**src/rtl/pipe_pkg.sv**
```systemverilog
// Shared types and constants for the pipeline-stage register.
package pipe_pkg;

  typedef enum logic [1:0] {
    StStart,
    StEmpty,
    StFull,
    StSkidf
  } state_e;

  localparam logic [31:0] DISCARD_PC_DEFAULT = 32'hFFFF_FF00;

  function automatic logic [1:0] state_occupancy(state_e s);
    case (s)
      StFull:  return 2'd1;
      StSkidf: return 2'd2;
      default: return 2'd0;
    endcase
  endfunction

endpackage

```
**src/rtl/pipe_slot.sv**
```systemverilog
// One stage payload register {pc4, data, have_inst} with load, clear-to-discard and hold.
module pipe_slot #(
  parameter int unsigned     PC_W       = 32,
  parameter int unsigned     DATA_W     = 32,
  parameter logic [PC_W-1:0] DISCARD_PC = '1
) (
  input  logic              clk,
  input  logic              rst_n,
  input  logic              load_i,
  input  logic              clear_i,
  input  logic [PC_W-1:0]   pc4_i,
  input  logic [DATA_W-1:0] data_i,
  input  logic              have_inst_i,
  output logic [PC_W-1:0]   pc4_o,
  output logic [DATA_W-1:0] data_o,
  output logic              have_inst_o
);

  logic [PC_W-1:0]   pc4_q;
  logic [DATA_W-1:0] data_q;
  logic              have_inst_q;

  always_ff @(posedge clk or negedge rst_n) begin
    if (!rst_n) begin
      pc4_q       <= '0;
      data_q      <= '0;
      have_inst_q <= 1'b0;
    end else if (clear_i) begin
      pc4_q       <= DISCARD_PC;
      data_q      <= '0;
      have_inst_q <= 1'b0;
    end else if (load_i) begin
      pc4_q       <= pc4_i;
      data_q      <= data_i;
      have_inst_q <= have_inst_i;
    end
  end

  assign pc4_o       = pc4_q;
  assign data_o      = data_q;
  assign have_inst_o = have_inst_q;

endmodule

```
**src/rtl/pipe_stage_skid.sv**
```systemverilog
// Pipeline-stage register with valid/ready handshake, optional 2-entry skid buffer,
// start bubble after reset and a flush that is deferred across a stall.
module pipe_stage_skid
  import pipe_pkg::*;
#(
  parameter int unsigned     PC_W       = 32,
  parameter int unsigned     DATA_W     = 32,
  parameter logic [PC_W-1:0] DISCARD_PC = PC_W'(DISCARD_PC_DEFAULT),
  parameter int unsigned     SKID       = 1
) (
  input  logic              clk,
  input  logic              rst_n,
  input  logic              stall_i,
  input  logic              flush_i,
  input  logic              up_valid_i,
  output logic              up_ready_o,
  input  logic [PC_W-1:0]   up_pc4_i,
  input  logic [DATA_W-1:0] up_data_i,
  input  logic              up_have_inst_i,
  output logic              dn_valid_o,
  input  logic              dn_ready_i,
  output logic [PC_W-1:0]   dn_pc4_o,
  output logic [DATA_W-1:0] dn_data_o,
  output logic              dn_have_inst_o,
  output logic [1:0]        occupancy_o
);

  state_e state_q, state_d;
  logic   flush_pend_q, flush_pend_d;
  logic   in_beat, out_beat;
  logic   main_load, main_sel_skid, slot_clear, skid_load;

  logic [PC_W-1:0]   skid_pc4, main_pc4_d;
  logic [DATA_W-1:0] skid_data, main_data_d;
  logic              skid_have_inst, main_have_inst_d;

  // With a skid buffer, ready is a function of registered state only.
  always_comb begin
    up_ready_o = 1'b0;
    if (!stall_i && !flush_i && !flush_pend_q) begin
      if (SKID != 0) begin
        up_ready_o = (state_q == StEmpty) || (state_q == StFull);
      end else begin
        up_ready_o = (state_q == StEmpty) || ((state_q == StFull) && dn_ready_i);
      end
    end
  end

  assign dn_valid_o  = (state_q == StFull) || (state_q == StSkidf);
  assign occupancy_o = state_occupancy(state_q);
  assign in_beat     = up_valid_i && up_ready_o;
  assign out_beat    = dn_valid_o && dn_ready_i && !stall_i;

  always_comb begin
    state_d       = state_q;
    flush_pend_d  = flush_pend_q;
    main_load     = 1'b0;
    main_sel_skid = 1'b0;
    slot_clear    = 1'b0;
    skid_load     = 1'b0;
    if (state_q == StStart) begin
      state_d = StEmpty;
    end else if (stall_i) begin
      if (flush_i) flush_pend_d = 1'b1;
    end else if (flush_i || flush_pend_q) begin
      state_d      = StEmpty;
      flush_pend_d = 1'b0;
      slot_clear   = 1'b1;
    end else begin
      case (state_q)
        StEmpty: begin
          if (in_beat) begin
            main_load = 1'b1;
            state_d   = StFull;
          end
        end
        StFull: begin
          if (in_beat && out_beat) begin
            main_load = 1'b1;
          end else if (in_beat) begin
            skid_load = 1'b1;
            state_d   = StSkidf;
          end else if (out_beat) begin
            state_d = StEmpty;
          end
        end
        StSkidf: begin
          if (out_beat) begin
            main_load     = 1'b1;
            main_sel_skid = 1'b1;
            state_d       = StFull;
          end
        end
        default: state_d = StEmpty;
      endcase
    end
  end

  always_ff @(posedge clk or negedge rst_n) begin
    if (!rst_n) begin
      state_q      <= StStart;
      flush_pend_q <= 1'b0;
    end else begin
      state_q      <= state_d;
      flush_pend_q <= flush_pend_d;
    end
  end

  assign main_pc4_d       = main_sel_skid ? skid_pc4       : up_pc4_i;
  assign main_data_d      = main_sel_skid ? skid_data      : up_data_i;
  assign main_have_inst_d = main_sel_skid ? skid_have_inst : up_have_inst_i;

  pipe_slot #(
    .PC_W       (PC_W),
    .DATA_W     (DATA_W),
    .DISCARD_PC (DISCARD_PC)
  ) u_main (
    .clk         (clk),
    .rst_n       (rst_n),
    .load_i      (main_load),
    .clear_i     (slot_clear),
    .pc4_i       (main_pc4_d),
    .data_i      (main_data_d),
    .have_inst_i (main_have_inst_d),
    .pc4_o       (dn_pc4_o),
    .data_o      (dn_data_o),
    .have_inst_o (dn_have_inst_o)
  );

  if (SKID != 0) begin : g_skid
    pipe_slot #(
      .PC_W       (PC_W),
      .DATA_W     (DATA_W),
      .DISCARD_PC (DISCARD_PC)
    ) u_skid (
      .clk         (clk),
      .rst_n       (rst_n),
      .load_i      (skid_load),
      .clear_i     (slot_clear),
      .pc4_i       (up_pc4_i),
      .data_i      (up_data_i),
      .have_inst_i (up_have_inst_i),
      .pc4_o       (skid_pc4),
      .data_o      (skid_data),
      .have_inst_o (skid_have_inst)
    );
  end else begin : g_no_skid
    assign skid_pc4       = '0;
    assign skid_data      = '0;
    assign skid_have_inst = 1'b0;
  end

endmodule

```
**config.mk**
```make
export PLATFORM = sky130hd
export DESIGN_NAME = pipe_stage_skid
export DESIGN_NICKNAME = d
export VERILOG_FILES = /design/src/rtl/pipe_pkg.sv /design/src/rtl/pipe_slot.sv /design/src/rtl/pipe_stage_skid.sv
export SDC_FILE = /design/constraint.sdc
export NUM_CORES = 1
export LEC_CHECK = 0
export CELL_PAD_IN_SITES_DETAIL_PLACEMENT = 1
export CELL_PAD_IN_SITES_GLOBAL_PLACEMENT = 1
export CORE_ASPECT_RATIO = 0.5
export CORE_MARGIN = 4
export CORE_UTILIZATION = 42
export DETAILED_ROUTE_END_ITERATION = 7
export PLACE_DENSITY_LB_ADDON = 0.1
export SYNTH_ARGS = -nofsm -noshare
export SYNTH_HDL_FRONTEND = slang
export SYNTH_SLANG_ARGS = --single-unit
export TNS_END_PERCENT = 20
```
**constraint.sdc**
```tcl
create_clock -name clk -period 3.2 [get_ports clk]
set_input_delay 0.96 -clock clk [delete_from_list [all_inputs] [get_ports clk]]
set_output_delay 0.96 -clock clk [all_outputs]
set_load 0.05 [all_outputs]
```
==> reports/results.ini, run 1 <==
[synth]
syn-instance-count=619
synth_edf_count=0
ys_seq_elements=133
synth_compound_area_share_pct=15.9
yosysUniqueCellTypes=37
synth.most_common_cell=nand2_1
synthMuxAreaShare_pct=10.2
synth_top_family_by_area=compound AO/OA/AOI/OAI gates
avgSynthCellArea_um2=10.3
ys_top_cells_by_area=dfrtp_1 52%, mux2i_1 10%, nand2_1 10%
ys_top_cells_by_count=173 x nand2_1, 133 x dfrtp_1, 65 x mux2i_1, 43 x nand3_1, 35 x o31ai_2
syn_area_um2=6350
post-synth-top-area-fraction_pct=52.4
synthSimpleGateAreaFrac_pct=15.4
synth_fp_nets=696
synth_top_area_cell=dfrtp_1
ys_seq_area_share_pct=52.4
synthArstFlopShare_pct=100
ys.flop_type=dfrtp_1
synth_fa_ha_area_share_pct=1.18
synth_xor_area_share_pct=0
synth-warning-count=0

[timing]
rsz0062_at_grt=false
max_freq_ghz=0.327
fin_crit_ns=3.06
fin_crit_sh_pct=95.6
drv_slew=0
timing.hold.ws_ns=0.476
finClkSkew_ns=0.0123
worst_pin_slew_ns=0.878
slew_headroom_pct=41.3
layout_setup_ws_ns=0.139
setup_tns_ns=0
hold_violations=0
setup-violations-final=0

[place]
hpwl_um=10800
pre_cts_ws_ns=0.0517
place_congestion=0.831
portBuffers=139
place_inst=926
place_area_um2=8000

[clocking]
cts.htree.levels=4
cts_root_buf=clkbuf_16
cts.sinks=133
clock_path_buffers=2
ctsHoldBuffers=0
cts_tree=yes
post_cts_buffers=0
clock_latency_ns=0.41
cts_buffers=17
clkTransAtPathRegs_ns=0.06

[global_route]
grt-ovfl-total=0
grt_pass1_vias=5555
grt_first_pass_wirelength_um=28900
grt_max_degree=81
grt_usage_pct=21.1
grt_antenna_before_repair=0

[route]
drtPass1Iterations=4
viasPerCell=5.30
ant_nets=0
vias=5081
top_layer_used=met4
met2_length_um=8700
detail_route.wl_per_cell_um=18.3
wl_met3_um=859
wl_met1_um=7880
drt_iter0_markers=329
drc=0
drt-total-wl_um=17500

[pwr]
p_total_mw=8.00
powerDensity_nw_per_um2=929
p_leak_nw=3.70
vdd_drop_max_mv=0.499

[critical_path]
path_cells=inv_1 -> ha_1 -> clkdlybuf4s50_1
critPathMaxFanout=6
crit_type=flip-flop to output port
cpPeakStageDelay_ns=0.85
critPathCaptureType=output port
crit_arrival_ns=2.10
critPathRequiredTime_ns=2.24
cp-start-kind=flip-flop
slowest_stage=clkdlybuf4s50_1

[hold_path]
min_path_type=flip-flop to flip-flop

[floorplanning]
num_io_pins=140
chipWidth_um=182
fp.coreArea_um2=14600
die_height_um=94.9
start_util_pct=43.4
row_count=31
dieArea_um2=17300

[cells_and_area]
fillCellCount=1601
syn_to_final_growth_pct=35.6
utilization_pct=58.9
stdcell_area_um2=8610
layout.cells.non_filler=958
final_nets=824
final_layout_size_suffix_gt1_share_pct=12.8
antenna_cells=0

[outcome]
status=finished, final reports clean

[run]
drv_cap=0

## cell usage in the layout (no fill, tap or decap), types with 2 or more instances in the layout
master and count:
buf_12 10, clkbuf_16 17, clkinv_2 2, ha_1 6, bufinv_16 3, clkinvlp_4 2, o21ai_0 25, o31ai_2 35
nand3_1 43, clkdlybuf4s50_1 136, a21oi_1 26, inv_6 6, o31ai_1 7, inv_1 5, dfrtp_1 133, mux2i_1 65
nand2_1 173, buf_4 11, nor2_1 4, a21o_1 25
## layer usage
layer  up-vias  GRT usage (%)
met2        91           36.6
met3         9           5.73
met4         0           4.74
li1       2393              -
met5         -              0
met1      2588           26.8
## logic make-up after synthesis
logic type | Yosys count
adder cells (fa/ha/maj) | 6
AO/OA/AOI/OAI | 128
buffers and inverters | 55
flip-flops | 133
multiplexers | 65
AND/OR/NAND/NOR | 232
## final timing paths
path | start | end | slack (ns) | cells after the start
worst min register to register | u_main.pc4_o[7] | u_main.pc4_o[7] | 0.48 | 2
min in group asynchronous | rst_n | g_skid.u_skid.data_o[7] | 0.54 | 1
worst min-delay path | u_main.pc4_o[7] | u_main.pc4_o[7] | 0.48 | 2
worst max-delay path | state_q[0] | occupancy_o[0] | 0.14 | 3
worst max register to register | state_q[0] | g_skid.u_skid.pc4_o[13] | 0.72 | 8
max in group asynchronous | rst_n | g_skid.u_skid.data_o[1] | 1.96 | 2
## sequential cells by signal, indices dropped and copies added, names as in the netlist
name and count:
g_skid.u_skid.data_o 32, g_skid.u_skid.pc4_o 32, u_main.data_o 32, u_main.pc4_o 32
state_q 2, flush_pend_q 1, g_skid.u_skid.have_inst_o 1, u_main.have_inst_o 1
## report_power, final
part | switching (mW) | total (mW) | internal, mW
combinational | 2.38 | 3.62 | 1.23
clock | 0.784 | 2.04 | 1.26
sequential | 0.257 | 2.34 | 2.08
total | 3.42 | 8.00 | 4.57
## worst max-delay path, delay by kind of cell, from the launching register on
kind                     cells  cell delay, ns
buffers and inverters        2            0.98
flip-flops                   1            0.44
adder cells (fa/ha/maj)      1            0.28
## area by class of cell
class | instances | area [um2] | area share, %
Inverter | 5 | 18.8 | 0.218
Multi-Input combinational cell | 431 | 2740 | 31.8
Tap cell | 198 | 248 | 2.88
Sequential cell | 133 | 3330 | 38.7
Timing Repair Buffer | 159 | 1660 | 19.3
Clock inverter | 13 | 168 | 1.95
Clock buffer | 19 | 443 | 5.14
## timing repair
| item | in CTS | in global routing |
|---|---|---|
| setup endpoints to repair | 1 | 0 |
| endpoints found under the hold margin | 0 | 0 |
| gates resized for setup | 1 | 0 |
No activity file was read; power rests on OpenSTA's default activity.
==> inputs of run 2 (changes only) <==
==> constraint.sdc (replaced) <==
create_clock -name clk -period 3.2 [get_ports clk]
set_input_delay 0.96 -clock clk [delete_from_list [all_inputs] [get_ports clk]]
set_output_delay 0.96 -clock clk [all_outputs]
set_load 0.01 [all_outputs]
==> reports/results.ini, run 2 (same netlist as run 1, synthesis figures left out) <==
[pwr]
vdd_drop_max_mv=0.369  ; -26%
p_int_mw=4.73  ; +3.3%
comb_power_share_pct=34.8  ; -10 points
netSwitchingPower_mw=2.22  ; -35%
powerDensity_nw_per_um2=800  ; -14%
p_leak_nw=3.73  ; +0.92%
seq_power_share_pct=33.7  ; +4.5 points
p_clk_share_pct=31.5  ; +5.9 points
sw_frac_of_total_pct=32.0  ; -11 points

[route]
ant_nets=0  ; unchanged
vias=5035  ; -0.91%
drc=0  ; unchanged
viasPerCell=5.24  ; -1.2%
detail_route.wl_per_cell_um=18.1  ; -1.2%
drtPass1Iterations=5  ; +1
drt-total-wl_um=17400  ; -0.89%
drt_iter0_markers=245  ; -26%

[cells_and_area]
utilization_pct=59.4  ; +0.47 points
layout.cells.non_filler=961  ; +0.31%
antenna_cells=0  ; unchanged
syn_to_final_growth_pct=36.7
final_nets=827  ; +0.36%
final_cell_mix=173 x nand2_1, 137 x clkdlybuf4s50_1, 133 x dfrtp_1
stdcell_area_um2=8680  ; +0.80%
fillCellCount=1566  ; -2.2%
final_common_cell=nand2_1
final_layout_size_suffix_gt1_share_pct=12.8  ; +0.081 points

[clocking]
cts.sinks=133  ; unchanged
cts.htree.levels=4  ; unchanged
clock_path_buffers=2  ; unchanged
clock_latency_ns=0.41  ; about the same
post_cts_buffers=0  ; unchanged
cts_resized=1  ; unchanged
ctsHoldBuffers=0  ; unchanged
clkTransAtPathRegs_ns=0.06  ; about the same
cts_root_buf=clkbuf_16
cts_tree=yes
cts_buffers=17  ; unchanged

[floorplanning]
die_height_um=94.9  ; unchanged
start_util_pct=43.4  ; unchanged
chipWidth_um=182  ; unchanged
fp.coreArea_um2=14600  ; unchanged
row_count=31  ; unchanged
num_io_pins=140  ; unchanged
dieArea_um2=17300  ; unchanged

[critical_path]
cp-start-kind=flip-flop
worstReg2RegStart=state_q[0]
critPathMaxFanout=6  ; unchanged
crit_arrival_ns=2.13  ; +0.03 ns
critPathRequiredTime_ns=2.24  ; about the same
worstSetupStartpoint=state_q[0]
crit_type=flip-flop to output port
reg2reg_slack_ns=0.56  ; -0.16 ns
r2r-end=g_skid.u_skid.pc4_o[12]
critPathCaptureType=output port
r2r_cells=9  ; +1

[timing]
rsz0062_at_grt=false
fin_crit_ns=3.09  ; +0.0268 ns
setup-violations-final=0  ; unchanged
slew_headroom_pct=42.3  ; +1.0 points
hold_violations=0  ; unchanged
fin_crit_sh_pct=96.5  ; +0.84 points
max_freq_ghz=0.324  ; -0.87%
finClkSkew_ns=0.00817  ; -0.00411 ns
worst_pin_slew_ns=0.862  ; -0.0157 ns
drv_slew=0  ; unchanged

[global_route]
grt_first_pass_wirelength_um=29100  ; +0.74%
grt-ovfl-total=0  ; unchanged
grt_max_degree=81  ; unchanged
grt_usage_pct=21.0  ; -0.11 points
grt_pass1_vias=5630  ; +1.4%
grt_antenna_before_repair=0  ; unchanged

[hold_path]
hp-start=u_main.pc4_o[7]
hold_end=u_main.pc4_o[7]
min_path_type=flip-flop to flip-flop
whs_path_depth=2  ; unchanged

[place]
hpwl_um=11100  ; +2.6%
place_inst=929  ; +0.32%
place_congestion=0.826  ; -0.57%
portBuffers=139  ; unchanged
place_area_um2=8030  ; +0.31%

[outcome]
status=finished, final reports clean

[run]
drv_cap=0  ; unchanged

[run 2: power groups by stage]
stage	clock [mW]	combinational (mW)	sequential [mW]
floorplan	0	1.02	2.50
global placement	0	2.39	2.36
detailed placement	0	2.44	2.37
CTS	2.23	2.46	2.35
global route	2.31	2.62	2.40
finish	2.19	2.42	2.34
[run 2: layout make-up]
| cell class | count | area (um2) | area share [%] |
|---|---|---|---|
| repair buffers | 162 | 1690 | 19.5 |
| inverters | 5 | 18.8 | 0.216 |
| multi-input cells | 431 | 2740 | 31.6 |
| well taps | 198 | 248 | 2.85 |
| clock inverters | 13 | 221 | 2.55 |
| clock buffers | 19 | 433 | 4.99 |
| flip-flops and latches | 133 | 3330 | 38.3 |
[run 2: critical path, cell delays in order, from the launching register on]
cell             delay (ns)
dfrtp_1                0.49
inv_1                  0.14
ha_1                   0.29
or2_2                  0.32
clkdlybuf4s50_1        0.48
[run 2: routing by layer]
metal | track usage (%) | share of wire [%]
met3 | 5.31 | 4.6
met4 | 4.93 | 0.82
met2 | 36.6 | 49
met5 | 0 | 0
met1 | 26.6 | 46
[run 2: worst max path at each step]
stage,slack (ns),cells past startpoint,endpoint
2_1_floorplan,0.63,7,g_skid.u_skid.pc4_o[10]
3_3_place_gp,-0.05,3,up_ready_o
3_5_place_dp,-0.07,3,up_ready_o
4_1_cts,0.10,4,dn_valid_o
5_1_grt,0.03,4,dn_valid_o
6_report,0.11,4,dn_valid_o
[run 2: stage by stage]
stage | TNS [ns] | total power, mW | setup WS [ns] | hold slack (ns)
detailed placement | -0.558 | 4.80 | -0.0723 | 0.465
floorplan | 0 | 3.52 | 0.633 | 0.466
CTS | 0 | 7.04 | 0.100 | 0.484
global route | 0 | 7.33 | 0.0323 | 0.505
finish | 0 | 6.95 | 0.113 | 0.479
global placement | -0.0541 | 4.74 | -0.0541 | 0.461
==> patch 1, RTL diff (settings of run 1) <==
The parameter `SKID` goes from 1 to 0.
--- a/src/rtl/pipe_stage_skid.sv
+++ b/src/rtl/pipe_stage_skid.sv
@@ -6,7 +6,7 @@
   parameter int unsigned     PC_W       = 32,
   parameter int unsigned     DATA_W     = 32,
   parameter logic [PC_W-1:0] DISCARD_PC = PC_W'(DISCARD_PC_DEFAULT),
-  parameter int unsigned     SKID       = 1
+  parameter int unsigned     SKID       = 0
 ) (
   input  logic              clk,
   input  logic              rst_n,
Formal check against the unedited RTL: not equivalent (a bounded check fails within 4 cycles, from zero or initial values and one cycle with rst_n low).
==> patch 1 against run 1 <==
- sequential cell count decreased by 65
- synthesized area decreased by 54%
- wire length decreased by 37%
- final area decreased by 46%
- global-route usage increased by 5.8 points
- combinational power decreased by 78%
- count of clock-buffer cells in the layout decreased by 10
- via count decreased by 51%
- clock power decreased by 51%
- total power decreased by 65%
- setup slack got worse by 7.8 ps
- critical path depth increased by 1
==> patch 1: results (changes against run 1) <==
set qor(io_buffers) 139 ;# unchanged
set qor(clock_tree.htree_level_count) 3 ;# was 4
set qor(synth_seq_area_share_pct) 58.7 ;# was 52.4%
set qor(crit-reg2reg-launch) {state_q[1]} ;# was state_q[0]
set qor(r2r.worst_path.cells) 3 ;# was 8
set qor(cts-buffers-inserted) 9 ;# was 17
set qor(hold_path_startpoint) {u_main.data_o[24]} ;# was u_main.pc4_o[7]
set qor(met2_length_um) 5860 ;# was 8700 um
set qor(post_cts_resized) 0 ;# was 1
set qor(detailroute.via_count) 2515 ;# was 5081
set qor(global_route.usage.met1_pct) 30.2 ;# was 26.8%
set qor(worst_skew_pair.late_latency_ps) 330 ;# was 410 ps
set qor(delay_of_the_slowest_cell_on_the_worst_path_ps) 410 ;# was 850 ps
set qor(crit_path_end) {up_ready_o} ;# was occupancy_o[0]
set qor(max-vdd-ir-drop_mv) 0.322 ;# was 0.499 mV
set qor(run_status) {completed} ;# unchanged
set qor(grtUsageTotal_pct) 26.9 ;# was 21.1%
set qor(cts_setup_buffers) 0 ;# unchanged
set qor(share_of_post_route_cells_with_drive_strength_above_1_pct) 13.6 ;# was 12.8%
set qor(worst_clock_skew_ps) 2.76 ;# was 12.3 ps
set qor(drt_wl_total_um) 11000 ;# was 17500 um
set qor(hold_depth) 1 ;# was 2
set qor(postSynthNetCount) 281 ;# was 696
set qor(crit-reg2reg-capture) {u_main.data_o[23]} ;# was g_skid.u_skid.pc4_o[13]
set qor(synth.lib_cells_used.distinct) 33 ;# was 37
set qor(finalWeightedCongestion) 0.789 ;# was 0.831
set qor(routed-wl-met3_um) 611 ;# was 859 um
set qor(synth_top_area_share_pct) 58.7 ;# was 52.4%
set qor(hold_end) {u_main.data_o[24]} ;# was u_main.pc4_o[7]
set qor(drt_iter0_drc) 171 ;# was 329
set qor(startpoint) {stall_i} ;# was state_q[0]
set qor(dp_hpwl_um) 6910 ;# was 10800 um
set qor(worst_path_max_delay_cell) {sky130_fd_sc_hd__clkdlybuf4s50_1} ;# unchanged
set qor(grt_pass1_vias) 2779 ;# was 5555
set qor(maximum_number_of_pins_on_one_net_before_global_route_repair) 42 ;# was 81
set qor(critical_path.max_fanout) 2 ;# was 6
set qor(globalRouteMet3Util_pct) 6.41 ;# was 5.73%
set qor(timing.reg2reg.setup_slack_ps) 1130 ;# was 720 ps
set qor(top_cells_by_count_synth) {sky130_fd_sc_hd__dfrtp_1 (68), sky130_fd_sc_hd__a22o_1 (41), sky130_fd_sc_hd__o21ai_0 (24)} ;# was sky130_fd_sc_hd__nand2_1 (173), sky130_fd_sc_hd__dfrtp_1 (133), sky130_fd_sc_hd__mux2i_1 (65)
==> patch 1: cell types whose count changed in the layout (fill, tap and decap cells not counted), moves of 34 or more <==
cell and delta:
sky130_fd_sc_hd__a22o_1 +41, sky130_fd_sc_hd__dfrtp_1 -65, sky130_fd_sc_hd__mux2i_1 -65, sky130_fd_sc_hd__nand2_1 -173
sky130_fd_sc_hd__nand3_1 -41, sky130_fd_sc_hd__o31ai_2 -34
==> patch 1: cell type report <==
class,count,area [um^2]
clock buffers,9,225
clock inverters,7,73.8
fillers,650,2030
inverters,3,11.3
multi-input cells,119,1030
flip-flops and latches,68,1700
well taps,92,115
repair buffers,153,1510
==> patch 1: metrics by stage <==
| stage | hold WS (ps) | std cells | util, % | instance area (um^2) | worst slack [ps] |
|---|---|---|---|---|---|
| after global placement | 483 | 435 | 65.2 | 4370 | 133 |
| after detailed placement | 484 | 435 | 65.2 | 4370 | 122 |
| final | 498 | 451 | 69.7 | 4670 | 132 |
| after global routing | 530 | 451 | 69.7 | 4670 | 51.1 |
| after floorplan | 531 | 210 | - | 2900 | 163 |
| after CTS | 504 | 451 | 69.7 | 4670 | 125 |
==> patch 1: cell families after synthesis <==
| family | count (synthesis) | synth area share [%] |
|---|---|---|
| buffers and inverters | 23 | 6.04 |
| AO/OA/AOI/OAI | 101 | 31.0 |
| AND/OR/NAND/NOR | 17 | 3.80 |
| multiplexers | 1 | 0.475 |
| flip-flops | 68 | 58.7 |
==> patch 1: report_power, final <==
| part | leakage (nW) | switching, mW | total (mW) | internal (mW) |
|---|---|---|---|---|
| clock | 0.146 | 0.391 | 0.998 | 0.607 |
| sequential | 0.823 | 0.0645 | 0.999 | 0.935 |
| combinational | 0.948 | 0.469 | 0.785 | 0.316 |
==> patch 2, RTL diff (config.mk and constraints of run 1) <==
Made on the original files. The 4 states of `state_e` get a one-hot encoding in 4 bits.
--- a/src/rtl/pipe_pkg.sv
+++ b/src/rtl/pipe_pkg.sv
@@ -1,11 +1,11 @@
 // Shared types and constants for the pipeline-stage register.
 package pipe_pkg;
 
-  typedef enum logic [1:0] {
-    StStart,
-    StEmpty,
-    StFull,
-    StSkidf
+  typedef enum logic [3:0] {
+    StStart = 4'b0001,
+    StEmpty = 4'b0010,
+    StFull  = 4'b0100,
+    StSkidf = 4'b1000
   } state_e;
 
   localparam logic [31:0] DISCARD_PC_DEFAULT = 32'hFFFF_FF00;
Function: same outputs for any inputs over 4 cycles, from zero or initial values and one cycle with rst_n low; so few cycles prove little.
==> patch 2 against run 1 <==
- sequential cell count increased by 2
- final area decreased by 5.4%
- synthesized area decreased by 6.9%
- wire length decreased by 8.3%
- highest routed layer unchanged
- die area decreased by 6.4%
- setup slack got worse by 39 ps
- synthesized cell count decreased by 20%
Power is not compared: it rests on default switching activity, and its combinational part moved more than twofold at a synthesized area within 25%.
==> patch 2: results (changes against run 1) <==
set qor(post_synth_inst_count) 493 ;# was 619
set qor(worst_path_max_delay_cell) {sky130_fd_sc_hd__or3_4} ;# was sky130_fd_sc_hd__clkdlybuf4s50_1
set qor(top_cells_by_count_synth) {sky130_fd_sc_hd__dfrtp_1 (134), sky130_fd_sc_hd__mux2i_1 (65), sky130_fd_sc_hd__a22o_1 (42), sky130_fd_sc_hd__nand3_1 (42), sky130_fd_sc_hd__o21ai_0 (34)} ;# was sky130_fd_sc_hd__nand2_1 (173), sky130_fd_sc_hd__dfrtp_1 (133), sky130_fd_sc_hd__mux2i_1 (65)
set qor(io_buffers) 139 ;# unchanged
set qor(crit-reg2reg-capture) {g_skid.u_skid.data_o[31]} ;# was g_skid.u_skid.pc4_o[13]
set qor(clock_tree.htree_level_count) 4 ;# unchanged
set qor(maximum_number_of_pins_on_one_net_before_global_route_repair) 73 ;# was 81
set qor(share_of_post_route_cells_with_drive_strength_above_1_pct) 11.0 ;# was 12.8%
set qor(dp_slack_ps) -152 ;# was 51.7 ps
set qor(r2r.worst_path.cells) 4 ;# was 8
set qor(vias_per_std_cell) 5.44 ;# was 5.30
set qor(grt_pass1_vias) 5043 ;# was 5555
set qor(final_cells) 830 ;# was 958
set qor(finalWeightedCongestion) 0.799 ;# was 0.831
set qor(synth.lib_cells_used.distinct) 43 ;# was 37
set qor(max-vdd-ir-drop_mv) 0.314
set qor(crit-reg2reg-launch) {state_q[0]} ;# unchanged
set qor(global_route.usage.met1_pct) 27.3 ;# was 26.8%
set qor(drt_iter0_drc) 200 ;# was 329
set qor(drt_wl_total_um) 16100 ;# was 17500 um
set qor(grt_first_pass_wirelength_um) 27000 ;# was 28900 um
set qor(postSynthNetCount) 564 ;# was 696
set qor(cts-buffers-inserted) 17 ;# unchanged
set qor(run_status) {completed} ;# unchanged
set qor(dp_hpwl_um) 10200 ;# was 10800 um
set qor(groute.layer.met2.usage_pct) 35.2 ;# was 36.6%
set qor(hold_depth) 1 ;# was 2
set qor(hold_end) {g_skid.u_skid.pc4_o[28]} ;# was u_main.pc4_o[7]
set qor(worst_clock_skew_ps) 11.0 ;# was 12.3 ps
set qor(nets) 697 ;# was 824
set qor(dpl.cell_count) 798 ;# was 926
set qor(slew_headroom_pct) 29.2 ;# was 41.3%
set qor(globalRouteMet3Util_pct) 5.68 ;# was 5.73%
set qor(synthTopCellsByArea) {sky130_fd_sc_hd__dfrtp_1 (57%), sky130_fd_sc_hd__mux2i_1 (11%), sky130_fd_sc_hd__a22o_1 (6.2%)} ;# was sky130_fd_sc_hd__dfrtp_1 (52%), sky130_fd_sc_hd__mux2i_1 (10%), sky130_fd_sc_hd__nand2_1 (10%)
set qor(hold_path_startpoint) {g_skid.u_skid.pc4_o[28]} ;# was u_main.pc4_o[7]
set qor(grtUsageTotal_pct) 20.9 ;# was 21.1%
[patch 2: cell types whose count changed in the layout (fill, tap and decap cells not counted), moves of 8 or more]
| cell | change |
|---|---|
| sky130_fd_sc_hd__nand2_1 | -173 |
| sky130_fd_sc_hd__a22o_1 | +42 |
| sky130_fd_sc_hd__o31ai_2 | -35 |
| sky130_fd_sc_hd__nor3_1 | +26 |
| sky130_fd_sc_hd__a21o_1 | -25 |
| sky130_fd_sc_hd__o22a_1 | +24 |
| sky130_fd_sc_hd__o21ai_0 | +9 |
| sky130_fd_sc_hd__o21ai_1 | +8 |
[patch 2: kinds of logic (layout without fill, tap and decap cells)]
logic type      after synthesis  after routing  share of synthesized area, %
compound gates              145            145                          17.0
simple gates                 98             98                          9.71
xor+xnor                      2              2                         0.296
mux                          66             66                          11.4
flops                       135            135                          57.2
buf+inv                      47            192                          4.49
[patch 2: report_power, final]
group / switching, mW / total, mW / leakage (nW) / internal, mW
Clock: 0.750 / 1.94 / 0.282 / 1.19
Combinational: 0.257 / 0.445 / 1.77 / 0.187
Sequential: 0.0252 / 1.76 / 1.63 / 1.73
Total: 1.03 / 4.14 / 3.68 / 3.11
[patch 2: cell type report]
type / instances / area (um^2)
clock inverter: 11 / 125
multi-input combinational: 311 / 2300
tap: 192 / 240
fill: 1419 / 5520
sequential: 135 / 3380
inverter: 2 / 7.51
timing repair buffer: 159 / 1630
clock buffer: 20 / 457
[patch 2: critical path: cells and delay by family]
kind                   cells  cell delay [ps]
buffers and inverters      2              400
AND/OR/NAND/NOR            3              780
[patch 2: worst max-delay path by stage]
stage                        from    endpoint  slack (ps)  cells after the start
after floorplan           flush_i  up_ready_o           5                      3
after CTS                 flush_i  up_ready_o         100                      5
after global placement    flush_i  up_ready_o        -140                      5
final                     flush_i  up_ready_o         100                      5
after global routing      flush_i  up_ready_o          70                      5
after detailed placement  flush_i  up_ready_o        -150                      5
[patch 2: layer usage]
| layer | routed length, um | up-vias |
|---|---|---|
| met5 | 0 | - |
| met4 | 152 | 0 |
| met1 | 7400 | 2292 |
| li1 | - | 2106 |
| met2 | 7850 | 103 |
| met3 | 701 | 13 |
[patch 2: metrics by stage]
stage | hold slack [ps] | area, um^2
floorplan | 459 | 5920
global route | 494 | 8150
global placement | 469 | 7550
detailed placement | 477 | 7550
CTS | 489 | 8150
finish | 484 | 8150
[patch 2: repair_timing]
action / in CTS / in global routing
gates resized for setup: 3 / 0
setup endpoints to repair: 1 / 0
buffers inserted: 1 / 0
